File: src/rtl/fft_peak_detect.sv
`default_nettype none
// ============================================================================
// Module   : fft_peak_detect
// Brief    : Squared-magnitude stream and windowed peak search over one
//            FFT output burst; one peak result (or frame_err) per frame.
// Revision : 1.0  initial release
// ============================================================================
module fft_peak_detect #(
   parameter int NBINS       = 64,
   parameter int SKIP_CYCLES = 1,
   parameter int SEARCH_LO   = 1,
   parameter int SEARCH_HI   = 31,
   localparam int IW         = $clog2(NBINS)
) (
   input  logic          clk,
   input  logic          rst,
   input  logic          in_en,
   input  logic [7:0]    in_r,
   input  logic [7:0]    in_i,
   output logic          mag_valid,
   output logic [15:0]   mag,
   output logic [IW-1:0] mag_idx,
   output logic          peak_valid,
   output logic [IW-1:0] peak_idx,
   output logic [15:0]   peak_mag,
   output logic          frame_err,
   output logic          busy
);

   localparam int SKW = (SKIP_CYCLES > 1) ? $clog2(SKIP_CYCLES + 1) : 1;
   localparam logic [IW-1:0]  c_last_bin  = IW'(NBINS - 1);
   localparam logic [IW-1:0]  c_lo        = IW'(SEARCH_LO);
   localparam logic [IW-1:0]  c_hi        = IW'(SEARCH_HI);
   localparam logic [SKW-1:0] c_skip_last = SKW'(SKIP_CYCLES - 1);

   typedef enum logic [2:0] {
      S_IDLE    = 3'd0,
      S_SKIP    = 3'd1,
      S_COLLECT = 3'd2,
      S_REPORT  = 3'd3,
      S_DRAIN   = 3'd4
   } state_t;

   state_t           r_state, w_state_next;
   logic             r_in_en_d;
   logic             r_armed;
   logic [SKW-1:0]   r_skip_cnt, w_skip_cnt_next;
   logic [IW-1:0]    r_bin_cnt, w_bin_next;
   logic             w_start, w_accept, w_abort;

   logic             r_mag_valid;
   logic [15:0]      r_mag;
   logic [IW-1:0]    r_mag_idx;
   logic [15:0]      r_best_mag, w_best_mag;
   logic [IW-1:0]    r_best_idx, w_best_idx;
   logic             r_peak_valid;
   logic [IW-1:0]    r_peak_idx;
   logic [15:0]      r_peak_mag;
   logic             r_frame_err;

   logic signed [15:0] w_sq_r, w_sq_i;
   logic [15:0]        w_mag_sum;

   // Start detection stays disarmed after reset until in_en is seen low, so a
   // burst already in flight at reset release cannot look like a rising edge.
   assign w_start = in_en & ~r_in_en_d & r_armed;

   always_ff @(posedge clk or posedge rst) begin
      if (rst) begin
         r_state    <= S_IDLE;
         r_in_en_d  <= 1'b0;
         r_armed    <= 1'b0;
         r_skip_cnt <= '0;
         r_bin_cnt  <= '0;
      end else begin
         r_state    <= w_state_next;
         r_in_en_d  <= in_en;
         r_armed    <= r_armed | ~in_en;
         r_skip_cnt <= w_skip_cnt_next;
         r_bin_cnt  <= w_bin_next;
      end
   end

   always_comb begin
      w_state_next    = r_state;
      w_skip_cnt_next = r_skip_cnt;
      w_bin_next      = r_bin_cnt;
      w_accept        = 1'b0;
      w_abort         = 1'b0;
      case (r_state)
         S_IDLE: begin
            if (w_start) begin
               w_skip_cnt_next = SKW'(1);
               w_bin_next      = '0;
               w_state_next    = (SKIP_CYCLES > 1) ? S_SKIP : S_COLLECT;
            end
         end
         S_SKIP: begin
            if (!in_en) begin
               w_abort      = 1'b1;
               w_state_next = S_IDLE;
            end else if (r_skip_cnt == c_skip_last) begin
               w_state_next = S_COLLECT;
            end else begin
               w_skip_cnt_next = r_skip_cnt + 1'b1;
            end
         end
         S_COLLECT: begin
            if (!in_en) begin
               w_abort      = 1'b1;
               w_state_next = S_IDLE;
            end else begin
               w_accept   = 1'b1;
               w_bin_next = r_bin_cnt + 1'b1;
               if (r_bin_cnt == c_last_bin)
                  w_state_next = S_REPORT;
            end
         end
         S_REPORT: w_state_next = S_DRAIN;
         S_DRAIN: begin
            if (!in_en)
               w_state_next = S_IDLE;
         end
         default: w_state_next = S_IDLE;
      endcase
   end

   assign w_sq_r    = $signed(in_r) * $signed(in_r);
   assign w_sq_i    = $signed(in_i) * $signed(in_i);
   assign w_mag_sum = $unsigned(w_sq_r) + $unsigned(w_sq_i);

   // Running best: loaded at SEARCH_LO, replaced only on strictly larger mag.
   always_comb begin
      w_best_mag = r_best_mag;
      w_best_idx = r_best_idx;
      if (r_mag_valid) begin
         if (r_mag_idx == c_lo) begin
            w_best_mag = r_mag;
            w_best_idx = r_mag_idx;
         end else if ((r_mag_idx > c_lo) && (r_mag_idx <= c_hi) &&
                      (r_mag > r_best_mag)) begin
            w_best_mag = r_mag;
            w_best_idx = r_mag_idx;
         end
      end
   end

   always_ff @(posedge clk or posedge rst) begin
      if (rst) begin
         r_mag_valid  <= 1'b0;
         r_mag        <= '0;
         r_mag_idx    <= '0;
         r_best_mag   <= '0;
         r_best_idx   <= '0;
         r_peak_valid <= 1'b0;
         r_peak_idx   <= '0;
         r_peak_mag   <= '0;
         r_frame_err  <= 1'b0;
      end else begin
         r_mag_valid  <= w_accept;
         if (w_accept) begin
            r_mag     <= w_mag_sum;
            r_mag_idx <= r_bin_cnt;
         end
         r_best_mag   <= w_best_mag;
         r_best_idx   <= w_best_idx;
         // REPORT coincides with the final bin on the mag stream, so the
         // combinational best already includes it.
         r_peak_valid <= (r_state == S_REPORT);
         if (r_state == S_REPORT) begin
            r_peak_idx <= w_best_idx;
            r_peak_mag <= w_best_mag;
         end
         r_frame_err  <= w_abort;
      end
   end

   assign mag_valid  = r_mag_valid;
   assign mag        = r_mag;
   assign mag_idx    = r_mag_idx;
   assign peak_valid = r_peak_valid;
   assign peak_idx   = r_peak_idx;
   assign peak_mag   = r_peak_mag;
   assign frame_err  = r_frame_err;
   assign busy       = (r_state != S_IDLE);

endmodule
`default_nettype wire

File: config.mk
export PLATFORM = sky130hd
export DESIGN_NAME = fft_peak_detect
export DESIGN_NICKNAME = d
export VERILOG_FILES = /design/src/rtl/fft_peak_detect.sv
export SDC_FILE = /design/constraint.sdc
export NUM_CORES = 1
export LEC_CHECK = 0
export BUFFER_PORTS_ARGS = -buffer_cell sky130_fd_sc_hd__buf_2
export CAP_MARGIN = 10
export CORE_MARGIN = 1.5
export CORE_UTILIZATION = 30
export CTS_BUF_LIST = sky130_fd_sc_hd__clkbuf_8
export DETAILED_ROUTE_END_ITERATION = 16
export PLACE_DENSITY = 0.56
export RECOVER_POWER = 50
export SLEW_MARGIN = 20
export SYNTH_ARGS = -nofsm -noshare
export SYNTH_HDL_FRONTEND = slang
export SYNTH_SLANG_ARGS = --single-unit
File: constraint.sdc
create_clock -name clk -period 3.29 [get_ports clk]
set_input_delay 0.987 -clock clk [delete_from_list [all_inputs] [get_ports clk]]
set_output_delay 0.987 -clock clk [all_outputs]
set_load 0.02 [all_outputs]
==> After elaboration in Yosys (flattened, before gate mapping) <==
Cells that the tools add are included.
{ "op_classes": {"n_eq_ne": 12, "mul": 2, "muxes": 24, "add_sub_neg": 3, "div_mod_pow": 0, "order_cmp": 3, "n_reduce_logical": 10, "shifts": 0, "n_bitwise": 5} }
{ "op_table": {"columns": ["cell", "count"], "rows": [
  ["$mux W16", 3],
  ["$mul A8 B8 Y16", 2],
  ["$mux W6", 5],
  ["$mux W3", 6],
  ["$add A16 B16 Y16", 1],
  ["$gt A16 B16 Y1", 1],
  ["$pmux W3 S5", 1],
  ["$pmux W6 S2", 1],
  ["$ne A2 B2 Y1 const B", 4],
  ["$mux W1", 7],
  ["$add A6 B1 Y6 const B", 1],
  ["$eq A3 B2 Y1 const B", 2],
  ["$eq A6 B1 Y1 const B", 1],
  ["$eq A6 B6 Y1 const B", 1],
  ["$gt A6 B1 Y1 const B", 1],
  ["$le A6 B5 Y1 const B", 1],
  ["$ne A3 B3 Y1 const B", 2],
  ["$reduce_and A3 Y1", 2],
  ["$reduce_and A4 Y1", 1],
  ["$reduce_bool A2 Y1", 2],
  ["$eq A3 B1 Y1 const B", 1],
  ["$eq A3 B3 Y1 const B", 1],
  ["$logic_not A3 Y1", 1],
  ["$reduce_bool A3 Y1", 1],
  ["7 further kinds", 10]
]} }
{ "totals": {"n_memories": 0, "latchBits": 0, "input_bits": 19, "output_inout_bits": 48, "ff_bits": 81, "romBits": 0, "ram_bits": 0, "elab_cells": 73} }

==> Longest topological paths before layout <==
Gate-level depths: netlist of run 1.
{ "logic_depth": {"word_depth": 6, "ltp_mapped": 22, "mapped_depth_nobuf": 21} }

==> Worst setup path after synthesis of run 1 <==
Ideal clock, no wire load.
{ "synth_path": {"kind": "input -> register", "startpoint": "input port in_r[7]", "endpoint": "register r_mag[15], in the netlist mag[15]", "arrival_time_ns": 6.116, "t_required_ns": 3.157, "cell_stages": 19, "n_path_buf": 1, "setup_time_ns": 0.133, "slack_ns": -2.959, "path_cell_list": "clkbuf_1 and2_1 fa_1 inv_1 fa_1 inv_1 fa_1 fa_1 fa_1 inv_1 fa_1 inv_1 ha_1 a21o_1 a2111oi_0 o31ai_1 o211ai_1 xnor2_1 o21ai_0"} }
{ "synth_via": {"elab_chain_cells": 2} }
{ "synth_lines": {"columns": ["element", "line_no", "rtl"], "rows": [
  ["start: declaration", "18", "input logic [7:0] in_r,"],
  ["$mul A8 B8 Y16", "128", "assign w_sq_r = $signed(in_r) * $signed(in_r);"],
  ["$add A16 B16 Y16", "130", "assign w_mag_sum = $unsigned(w_sq_r) + $unsigned(w_sq_i);"],
  ["end signal: assignment", "162", "r_mag <= w_mag_sum;"],
  ["end: declaration", "52", "logic [15:0] r_mag;"]
]} }
No other way between the ends.
A chain may end at the register's enable or synchronous reset.

==> Final worst setup path of run 1 <==
{ "layout_path": {"startpoint": "input port in_i[7]", "endpoint": "register r_mag[14], in the netlist mag[14]"} }
{ "layout_via": {"elab_chain_cells": 2} }
{ "layout_lines": {"columns": ["element", "line_no", "rtl"], "rows": [
  ["start: declaration", "19", "input logic [7:0] in_i,"],
  ["$mul A8 B8 Y16", "129", "assign w_sq_i = $signed(in_i) * $signed(in_i);"],
  ["$add A16 B16 Y16", "130", null]
]} }
No other way between the ends.

==> impl_metrics.py, run 1 <==
metrics = {
    "timing": {
        "worst_slew_pin_slew_ns": 1.492,
        "final.setup_skew_ns": 0.01532,
        "max-slew-margin-rel_pct": 0.008231,
        "final_period_minus_worst_setup_slack_ns": 5.507,
        "drv_slew": 0,
        "period_share_pct": 167.4,
        "finalSetupViolCount": 13,
        "timing.setup.tns_ns": -22.54,
        "postLayoutSetupSlackWorst_ns": -2.217,
        "finalHoldViolations": 0,
        "rsz0062_at_grt": "yes",
        "timing.fmax_mhz": 181.6,
    },
    "route": {
        "drt_drc_violations_left": 0,
        "detail_route.iter0.violations": 264,
        "per_cell_via_count_in_the_routed_design": 4.479,
        "ant_nets": 0,
        "avgRoutedWirePerCell_um": 13.42,
        "detailroute.via_count": 6105,
        "wl_um": 18300,
        "drtPass1Iterations": 5,
    },
    "clock_network": {
        "clk_path_buf_depth": 2,
        "clock_latency_ns": 0.35,
        "cts_tree": "done",
        "cts_max_level": 3,
        "path_clk_slew_ns": 0.09,
        "cts_made_buffers": 9,
        "cts.sink_count": 81,
        "cts_root_buf": "clkbuf_8",
    },
    "grt": {
        "global_route.usage.met3_pct": 1.520,
        "grt_pass1_wl_um": 31550,
        "grt.busiest_layer": "met2",
        "grt_remaining_overflow": 0,
        "via_count_of_the_first_global_routing_pass": 6348,
        "maximum_number_of_pins_on_one_net_before_global_route_repair": 48,
        "grt.met2_usage_pct": 24.15,
        "grt_util_all_layers_pct": 13.65,
        "global_route.usage.met1_pct": 18.18,
        "antenna_found_initial": 1,
    },
    "setup_path": {
        "critPathRequiredTime_ns": 3.55,
        "critPathTopFamily": "adder cells",
        "setup.worst_path.end_class": "flop",
        "critical_path.cell_chain": "buf_12 -> buf_4 -> nor2b_2 -> xnor2_1 -> ha_2 -> inv_2 -> o31ai_4 -> fa_1 -> fa_1 -> fa_1 -> fa_1 -> inv_1 -> fa_1 -> inv_1 -> ha_2 -> or3_4 -> nor2_2 -> o21a_1 -> nor4_2 -> o31a_1 -> o31ai_1",
        "worst_path_largest_cell_delay_ns": 0.59,
        "worst_path_cell_with_the_longest_stage_delay": "fa_1",
        "crit_path_category": "in2reg",
        "cp_data_arrival_time_ns": 5.77,
        "worst_path_most_repeated_cell": "fa_1",
        "setup.worst_path.start_class": "primary input",
        "critical_path_buffers_and_inverters": 5,
        "cp_max_fo": 5,
    },
    "synth": {
        "yosysWarningCount": 0,
        "synth.net_count": 1052,
        "avgSynthCellArea_um2": 9.723,
        "synthArstFlopShare_pct": 100.0,
        "synth_enable_flop_cells": 0,
        "synth.lib_cells_used.distinct": 56,
        "ff_latch_count_synth": 81,
        "synth_ff_type": "dfrtp_1",
        "mappedNetlistArea_mm2": 0.008264,
        "seq_area_frac_synth_pct": 24.53,
        "synthCells": 850,
        "synth_top_cell_area_share_pct": 26.89,
        "synth_top_cell_by_area": "fa_1",
        "largest_cells_by_area_after_synthesis": "fa_1 (27%), dfrtp_1 (25%), ha_1 (11%)",
    },
    "run": {
        "timing.max_cap.violations": 1,
    },
    "min_path": {
        "hold_path_class": "reg2reg",
    },
    "floorplan": {
        "dieArea_mm2": 0.02855,
        "io_pins": 67,
        "std_cell_rows": 60,
        "core-area_mm2": 0.02703,
        "initial_core_util_pct": 30.58,
        "die_w_um": 169.0,
        "fp.dieH_um": 169.0,
    },
    "cells_and_area": {
        "finish.cell_count_without_fillers": 1363,
        "insertedDiodeCount": 0,
        "flow.area_growth_from_synthesis_pct": 27.68,
        "fin_util_pct": 39.04,
        "post_route_cells_drive_above_1_share_pct": 30.92,
        "layout.nets": 1220,
    },
    "placement": {
        "place.port_buffers": 66,
        "place_inst": 1334,
        "place_ws_ns": -2.703,
        "place.gp.congestion": 0.7995,
        "dp.final_hpwl_um": 15370,
    },
    "outcome": {
        "failed_checks": "max-capacitance violations, negative setup slack",
        "run_status": "complete, but fails checks",
    },
}
## layout make-up
cell class | count | area, um2
fill | 2694 | 16470
multi-input combinational | 585 | 5928
sequential | 81 | 2027
timing repair buffer | 182 | 1358
inverter | 159 | 603.1
tap | 341 | 426.7
clock buffer | 9 | 123.9
clock inverter | 6 | 85.08
## worst paths after layout
kind                            depth (start not counted)  startpoint           to  slack [ns]
worst max register to register                          7     mag[15]  peak_idx[5]        0.52
worst max-delay path                                   21     in_i[7]      mag[14]       -2.22
max in group asynchronous                               3         rst  peak_mag[5]        0.89
min in group asynchronous                               2         rst    frame_err        0.97
worst min-delay path                                    1     r_armed      r_armed        0.46
worst min register to register                          1     r_armed      r_armed        0.46
## through the flow
| stage | hold WS [ns] | instance area [um2] |
|---|---|---|
| CTS | 0.4670 | 10380 |
| floorplan | 0.4258 | 8618 |
| finish | 0.4581 | 10550 |
| global route | 0.4833 | 10550 |
| global placement | 0.4407 | 9968 |
| detailed placement | 0.4449 | 9968 |
## metal layers
layer	vias up	part of all wire, %
li1	3027	-
met1	2980	48
met4	2	0.98
met3	13	2.3
met2	83	48
met5	-	0.066
## state kept, by name, summed over array words and instances, names as in the netlist
register / count
r_state: 3
mag_valid: 1
r_bin_cnt: 6
peak_idx: 6
peak_mag: 16
r_armed: 1
peak_valid: 1
r_skip_cnt: 1
r_in_en_d: 1
frame_err: 1
r_best_mag: 16
mag: 16
r_best_idx: 6
mag_idx: 6
## cells by family after synthesis
group	Yosys count	share of synthesized area [%]
compound gates	120	9.720
xor+xnor	36	3.982
fa+ha+maj	183	37.79
buf+inv	184	8.902
flops	81	24.53
mux	1	0.1363
simple gates	245	14.94
## cell usage in the layout, fill, tap and decap left out, types with 4 or more instances in the layout
master    netlist  layout
ha_1           72      54
a31oi_1        14      14
fa_2            0       9
buf_4           2     105
nand2b_1        4       4
buf_2           2      50
nor3_1          6       5
a21o_1          7       7
nand3_1        14      14
o31ai_1         7       4
nand2_1        95      91
inv_1         158     137
xor2_1          6       5
clkbuf_8        0       9
nor2_1         41      37
fa_1          111     102
dfrtp_1        81      81
buf_6           1      17
o21a_1          8       8
and2_1         35      21
a21oi_1        15      12
nand3_2        10      10
ha_4            0      14
inv_2           1      21
a31oi_2         9       9
xnor2_1        29      26
ha_2            0       4
nand4_1         6       6
a31o_2          4       4
o21ai_1        21      25
nor2b_1        17      16
and2_4          0      14
o21ai_0        22      18
## timing repair
action | CTS | global route
cloned | 0 | 1
setup endpoints to repair | 13 | 13
buffers inserted | 6 | 7
gates resized for setup | 55 | 35
hold endpoints to repair | 0 | 0
pin swaps | 28 | 36
hold buffers | 0 | 0
## cells in the mapped netlist, types with 3 or more instances
master / n
a31oi_1: 14
dfrtp_1: 81
inv_1: 158
nor3_1: 6
ha_1: 72
a21oi_1: 15
xor2_1: 6
clkbuf_1: 17
fa_1: 111
o21ai_1: 21
nand2b_1: 4
nor2_1: 41
a31o_2: 4
nand3_1: 14
a21o_1: 7
nand3_2: 10
o21bai_1: 3
o21ai_0: 22
o31ai_1: 7
nor4_1: 3
nand2_1: 95
a31oi_2: 9
nand4_1: 6
nor2b_1: 17
o21a_1: 8
and2_1: 35
or3_1: 3
xnor2_1: 29
Power of run 1 is left out: the tool's default activity adds up to more than one toggle a clock period on the data nets, which glitch-free logic cannot reach.
==> run 2: changes to the inputs <==
SETUP_SLACK_MARGIN = 0.1   (was default)
clock period = 6.5 ns   (was 3.29 ns; I/O delays follow)
==> run 2 against run 1 <==
Compared with the run above: highest routed layer is now met4; hold slack better by 0.0081 ns; largest cell class unchanged; clock-buffer cell count unchanged; the run ends with max-capacitance violations, max-slew violations left; critical path type unchanged; via count shrank 2.4%; non-clock buffer count fell by 24.
==> impl_metrics.py, run 2 (synthesis results as in run 1) <==
metrics = {
    "outcome": {
        "run_status": "complete, but fails checks",
        "failed_checks": "max-capacitance violations, max-slew violations",
    },
    "setup_path": {
        "critical_path_buffers_and_inverters": 6,
        "critPathTopFamily": "adder cells",
        "setup.worst_path.end_class": "flop",
        "depth_of_the_worst_register_to_register_path": 7,
        "worstSetupStartpoint": "in_r[4]",
        "critPathRequiredTime_ns": 6.76,
        "ff2ff_setup_slack_ns": 3.51,
        "setup.worst_path.start_class": "primary input",
        "r2r-end": "peak_mag[6]",
        "cp_max_fo": 6,
        "worst_r2r_startpoint": "mag[7]",
        "cp_data_arrival_time_ns": 6.74,
        "worst_path_largest_cell_delay_ns": 0.53,
        "crit_path_category": "in2reg",
        "critical_path.cell_chain": "clkbuf_4 -> buf_4 -> fa_1 -> inv_1 -> fa_2 -> inv_2 -> fa_2 -> fa_1 -> fa_1 -> inv_1 -> fa_1 -> inv_1 -> ha_2 -> or3_4 -> nor2_1 -> o21a_1 -> nor4_2 -> o31a_1 -> o31ai_1",
        "worstSetupEndpoint": "mag[14]",
        "worst_path_cell_with_the_longest_stage_delay": "fa_1",
        "worst_path_most_repeated_cell": "fa_1",
        "critical_path_cell_count": 19,
    },
    "grt": {
        "maximum_number_of_pins_on_one_net_before_global_route_repair": 62,
        "via_count_of_the_first_global_routing_pass": 6213,
        "grt_remaining_overflow": 0,
        "grt_pass1_wl_um": 30780,
        "grt_util_all_layers_pct": 13.35,
        "antenna_found_initial": 0,
    },
    "route": {
        "avgRoutedWirePerCell_um": 13.56,
        "ant_nets": 0,
        "detailroute.via_count": 5956,
        "drt_drc_violations_left": 0,
        "wl_um": 18170,
        "detail_route.iter0.violations": 353,
        "per_cell_via_count_in_the_routed_design": 4.445,
        "drtPass1Iterations": 4,
    },
    "cells_and_area": {
        "insertedDiodeCount": 0,
        "most_frequent_cells_in_the_layout": "inv_1 (146), fa_1 (104), nand2_1 (92), buf_4 (86), dfrtp_1 (81)",
        "mostFrequentLayoutCell": "inv_1",
        "nFillCells": 2730,
        "finish.instance_area_mm2": 0.01015,
        "layout.nets": 1196,
        "flow.area_growth_from_synthesis_pct": 22.85,
        "post_route_cells_drive_above_1_share_pct": 26.23,
    },
    "floorplan": {
        "die_w_um": 169.0,
        "dieArea_mm2": 0.02855,
        "io_pins": 67,
        "core-area_mm2": 0.02703,
        "std_cell_rows": 60,
        "initial_core_util_pct": 30.58,
        "fp.dieH_um": 169.0,
    },
    "clock_network": {
        "cts_max_level": 3,
        "cts_made_buffers": 9,
        "path_clk_slew_ns": 0.09,
        "cts_tree": "done",
        "cts-hold-fix-buffers": 0,
        "cts.sink_count": 81,
        "clk_path_buf_depth": 2,
        "cts_root_buf": "clkbuf_8",
        "clock_latency_ns": 0.36,
    },
    "timing": {
        "finalSetupViolCount": 0,
        "finalHoldViolations": 0,
        "max-slew-margin-rel_pct": -116.1,
        "final_period_minus_worst_setup_slack_ns": 6.475,
        "timing.setup.tns_ns": 0,
        "timing.fmax_mhz": 154.4,
        "rsz0062_at_grt": "yes",
        "drv_slew": 110,
        "worst_slew_pin_slew_ns": 3.242,
        "finalHoldWorstSlack_ns": 0.4662,
        "period_share_pct": 99.62,
        "final.setup_skew_ns": 0.01514,
    },
    "min_path": {
        "hold_path_class": "reg2reg",
    },
    "run": {
        "timing.max_cap.violations": 2,
    },
    "placement": {
        "place.gp.congestion": 0.8285,
        "dpl_cell_area_mm2": 0.009718,
        "dp.final_hpwl_um": 15050,
        "place.port_buffers": 66,
    },
}
run 2: per-layer routing:
| layer | GRT usage (%) | vias to the layer above | share of wire, % |
|---|---|---|---|
| met1 | 19.57 | 2876 | 52 |
| met5 | 0 | - | 0 |
| met3 | 1.122 | 12 | 3.0 |
| li1 | - | 2985 | - |
| met4 | 2.886 | 0 | 0.64 |
| met2 | 21.49 | 83 | 44 |
run 2: worst min-delay path by stage:
stage	slack [ns]	to	cells after the start	startpoint
6_report	0.47	r_armed	1	r_armed
5_1_grt	0.50	r_best_idx[2]	2	r_best_idx[2]
4_1_cts	0.47	r_armed	1	r_armed
3_5_place_dp	0.44	r_armed	1	r_armed
3_3_place_gp	0.44	r_armed	1	r_armed
2_1_floorplan	0.43	r_armed	1	r_armed
run 2: worst reg2reg max path, stage by stage, from the launching register on:
cell and delay [ns]:
dfrtp_1 0.46, ha_1 0.36, a2111oi_0 0.46, o21ai_0 0.15, a21oi_1 0.30, o21a_1 0.72, o21ai_1 0.23, a31oi_2 0.22
run 2: final cells by class:
type / instances / area, um2 / share of cell area (%)
timing repair buffer: 158 / 1100 / 10.83
clock buffer: 9 / 123.9 / 1.220
sequential: 81 / 2027 / 19.97
inverter: 159 / 598.1 / 5.891
tap: 341 / 426.7 / 4.203
clock inverter: 7 / 118.9 / 1.171
multi-input combinational: 585 / 5758 / 56.72
run 2: stage by stage:
stage	setup WS, ns	util (%)	instances
floorplan	-0.1486	-	850
global placement	-0.3454	35.96	1322
detailed placement	-0.3900	35.96	1322
CTS	0.05091	37.06	1340
global route	-0.1350	37.56	1340
finish	0.02496	37.56	1340
run 2: timing repair:
item / CTS / global route
buffers inserted: 2 / 0
pin swaps: 24 / 13
gates resized for setup: 14 / 42
endpoints found under the setup margin: 5 / 8
Power of run 2 is left out for the same reason.
==> run 3: changes to the inputs <==
ABC_AREA = 0   (was default)
BUFFER_PORTS_ARGS = -buffer_cell sky130_fd_sc_hd__buf_4   (was -buffer_cell sky130_fd_sc_hd__buf_2)
GPL_TIMING_DRIVEN = 0   (was default)
==> run 3 against run 2 <==
Compared with the run above: the run ends with max-capacitance violations, max-slew violations, negative setup slack left; non-clock buffer count fell by 45; maximum frequency fell by 2.7%; via count fell by 0.99%; setup slack got worse by 0.18 ns; register-to-register slack got worse by 0.09 ns; critical path depth rose by 1.
==> impl_metrics.py, run 3 (synthesis results as in run 1) <==
metrics = {
    "outcome": {
        "run_status": "complete, but fails checks",
        "failed_checks": "max-capacitance violations, max-slew violations, negative setup slack",
    },
    "grt": {
        "grt_pass1_wl_um": 30910,
        "grt_util_all_layers_pct": 13.40,
        "maximum_number_of_pins_on_one_net_before_global_route_repair": 50,
        "via_count_of_the_first_global_routing_pass": 6086,
        "antenna_found_initial": 0,
        "grt_remaining_overflow": 0,
    },
    "setup_path": {
        "crit_path_category": "in2reg",
        "critPathTopFamily": "adder cells",
        "worst_path_largest_cell_delay_ns": 0.59,
        "critical_path_buffers_and_inverters": 6,
        "critPathRequiredTime_ns": 6.72,
        "setup.worst_path.start_class": "primary input",
        "cp_max_fo": 8,
        "worst_path_cell_with_the_longest_stage_delay": "fa_2",
        "worst_path_most_repeated_cell": "fa_1",
        "critical_path.cell_chain": "buf_8 -> buf_8 -> and2_4 -> fa_2 -> inv_2 -> fa_1 -> inv_1 -> fa_1 -> fa_1 -> fa_1 -> inv_1 -> fa_1 -> inv_2 -> ha_4 -> a21o_1 -> a2111oi_4 -> o31ai_4 -> o211ai_1 -> xnor2_1 -> o21ai_1",
        "cp_data_arrival_time_ns": 6.87,
        "setup.worst_path.end_class": "flop",
    },
    "clock_network": {
        "cts_max_level": 3,
        "clk_path_buf_depth": 2,
        "cts_root_buf": "clkbuf_8",
        "cts_tree": "done",
        "cts_made_buffers": 9,
        "cts-hold-fix-buffers": 0,
        "path_clk_slew_ns": 0.08,
        "clock_latency_ns": 0.35,
        "cts.sink_count": 81,
    },
    "floorplan": {
        "initial_core_util_pct": 30.58,
        "fp.dieH_um": 169.0,
        "dieArea_mm2": 0.02855,
        "io_pins": 67,
        "core-area_mm2": 0.02703,
        "die_w_um": 169.0,
        "std_cell_rows": 60,
    },
    "timing": {
        "timing.fmax_mhz": 150.3,
        "max-slew-margin-rel_pct": -73.31,
        "finalHoldViolations": 0,
        "final_period_minus_worst_setup_slack_ns": 6.655,
        "period_share_pct": 102.4,
        "postLayoutSetupSlackWorst_ns": -0.1548,
        "worst_slew_pin_slew_ns": 2.600,
        "finalHoldWorstSlack_ns": 0.4591,
        "drv_slew": 50,
        "final.setup_skew_ns": 0.01585,
        "rsz0062_at_grt": "yes",
        "finalSetupViolCount": 5,
    },
    "placement": {
        "dp.final_hpwl_um": 15210,
        "dpl_cell_area_mm2": 0.009359,
        "place_ws_ns": -0.6998,
        "place.gp.congestion": 0.7835,
        "place.port_buffers": 64,
    },
    "cells_and_area": {
        "nFillCells": 2742,
        "flow.area_growth_from_synthesis_pct": 20.35,
        "most_frequent_cells_in_the_layout": "inv_1 (141), fa_1 (104), nand2_1 (89), dfrtp_1 (81), buf_4 (73)",
        "post_route_cells_drive_above_1_share_pct": 22.54,
        "insertedDiodeCount": 0,
        "fin_util_pct": 36.80,
        "layout.nets": 1151,
        "finish.instance_area_mm2": 0.009946,
        "mostFrequentLayoutCell": "inv_1",
    },
    "route": {
        "drtPass1Iterations": 5,
        "drt_drc_violations_left": 0,
        "detail_route.iter0.violations": 303,
        "avgRoutedWirePerCell_um": 14.21,
        "per_cell_via_count_in_the_routed_design": 4.554,
        "wl_um": 18400,
        "detailroute.via_count": 5897,
        "ant_nets": 0,
    },
    "min_path": {
        "hold_path_class": "reg2reg",
    },
    "run": {
        "timing.max_cap.violations": 1,
    },
}
==> run 3: layout make-up <==
cell class | count | area (um2) | area share, %
Buffer | 25 | 186.4 | 1.874
Clock buffer | 9 | 123.9 | 1.245
Clock inverter | 7 | 40.04 | 0.4026
Inverter | 159 | 600.6 | 6.038
Multi-Input combinational cell | 585 | 5819 | 58.51
Sequential cell | 81 | 2027 | 20.38
Tap cell | 341 | 426.7 | 4.290
Timing Repair Buffer | 88 | 721.9 | 7.259
==> run 3: routing by layer <==
layer / wire length (um) / vias up / track usage (%)
met4: 154 / 0 / 2.539
met3: 658 / 12 / 1.356
met1: 9396 / 2879 / 19.75
met2: 8193 / 111 / 21.42
met5: 0 / - / 0
li1: - / 2895 / -
==> run 3: path summary, 6_finish.rpt <==
kind	cells after the start	slack (ns)	startpoint	endpoint
max reg2reg	8	3.42	mag[15]	peak_mag[13]
max	20	-0.15	in_r[7]	mag[15]
min reg2reg	1	0.46	r_armed	r_armed
min	1	0.46	r_armed	r_armed
max in group asynchronous	3	1.57	rst	mag[5]
min in group asynchronous	2	1.92	rst	peak_idx[3]
==> run 3: through the flow <==
| stage | std cells | setup TNS [ns] |
|---|---|---|
| floorplan | 850 | -0.3357 |
| global placement | 1255 | -3.125 |
| detailed placement | 1256 | -3.322 |
| CTS | 1285 | -0.7519 |
| global route | 1295 | -1.351 |
| finish | 1295 | -0.5299 |
==> run 3: what timing repair did <==
action	4_1_cts	5_1_grt
resized for setup	27	60
buffers inserted	12	10
pin swaps	28	39
gates cloned	1	0
setup endpoints to repair	7	7
Power of run 3 is left out for the same reason.
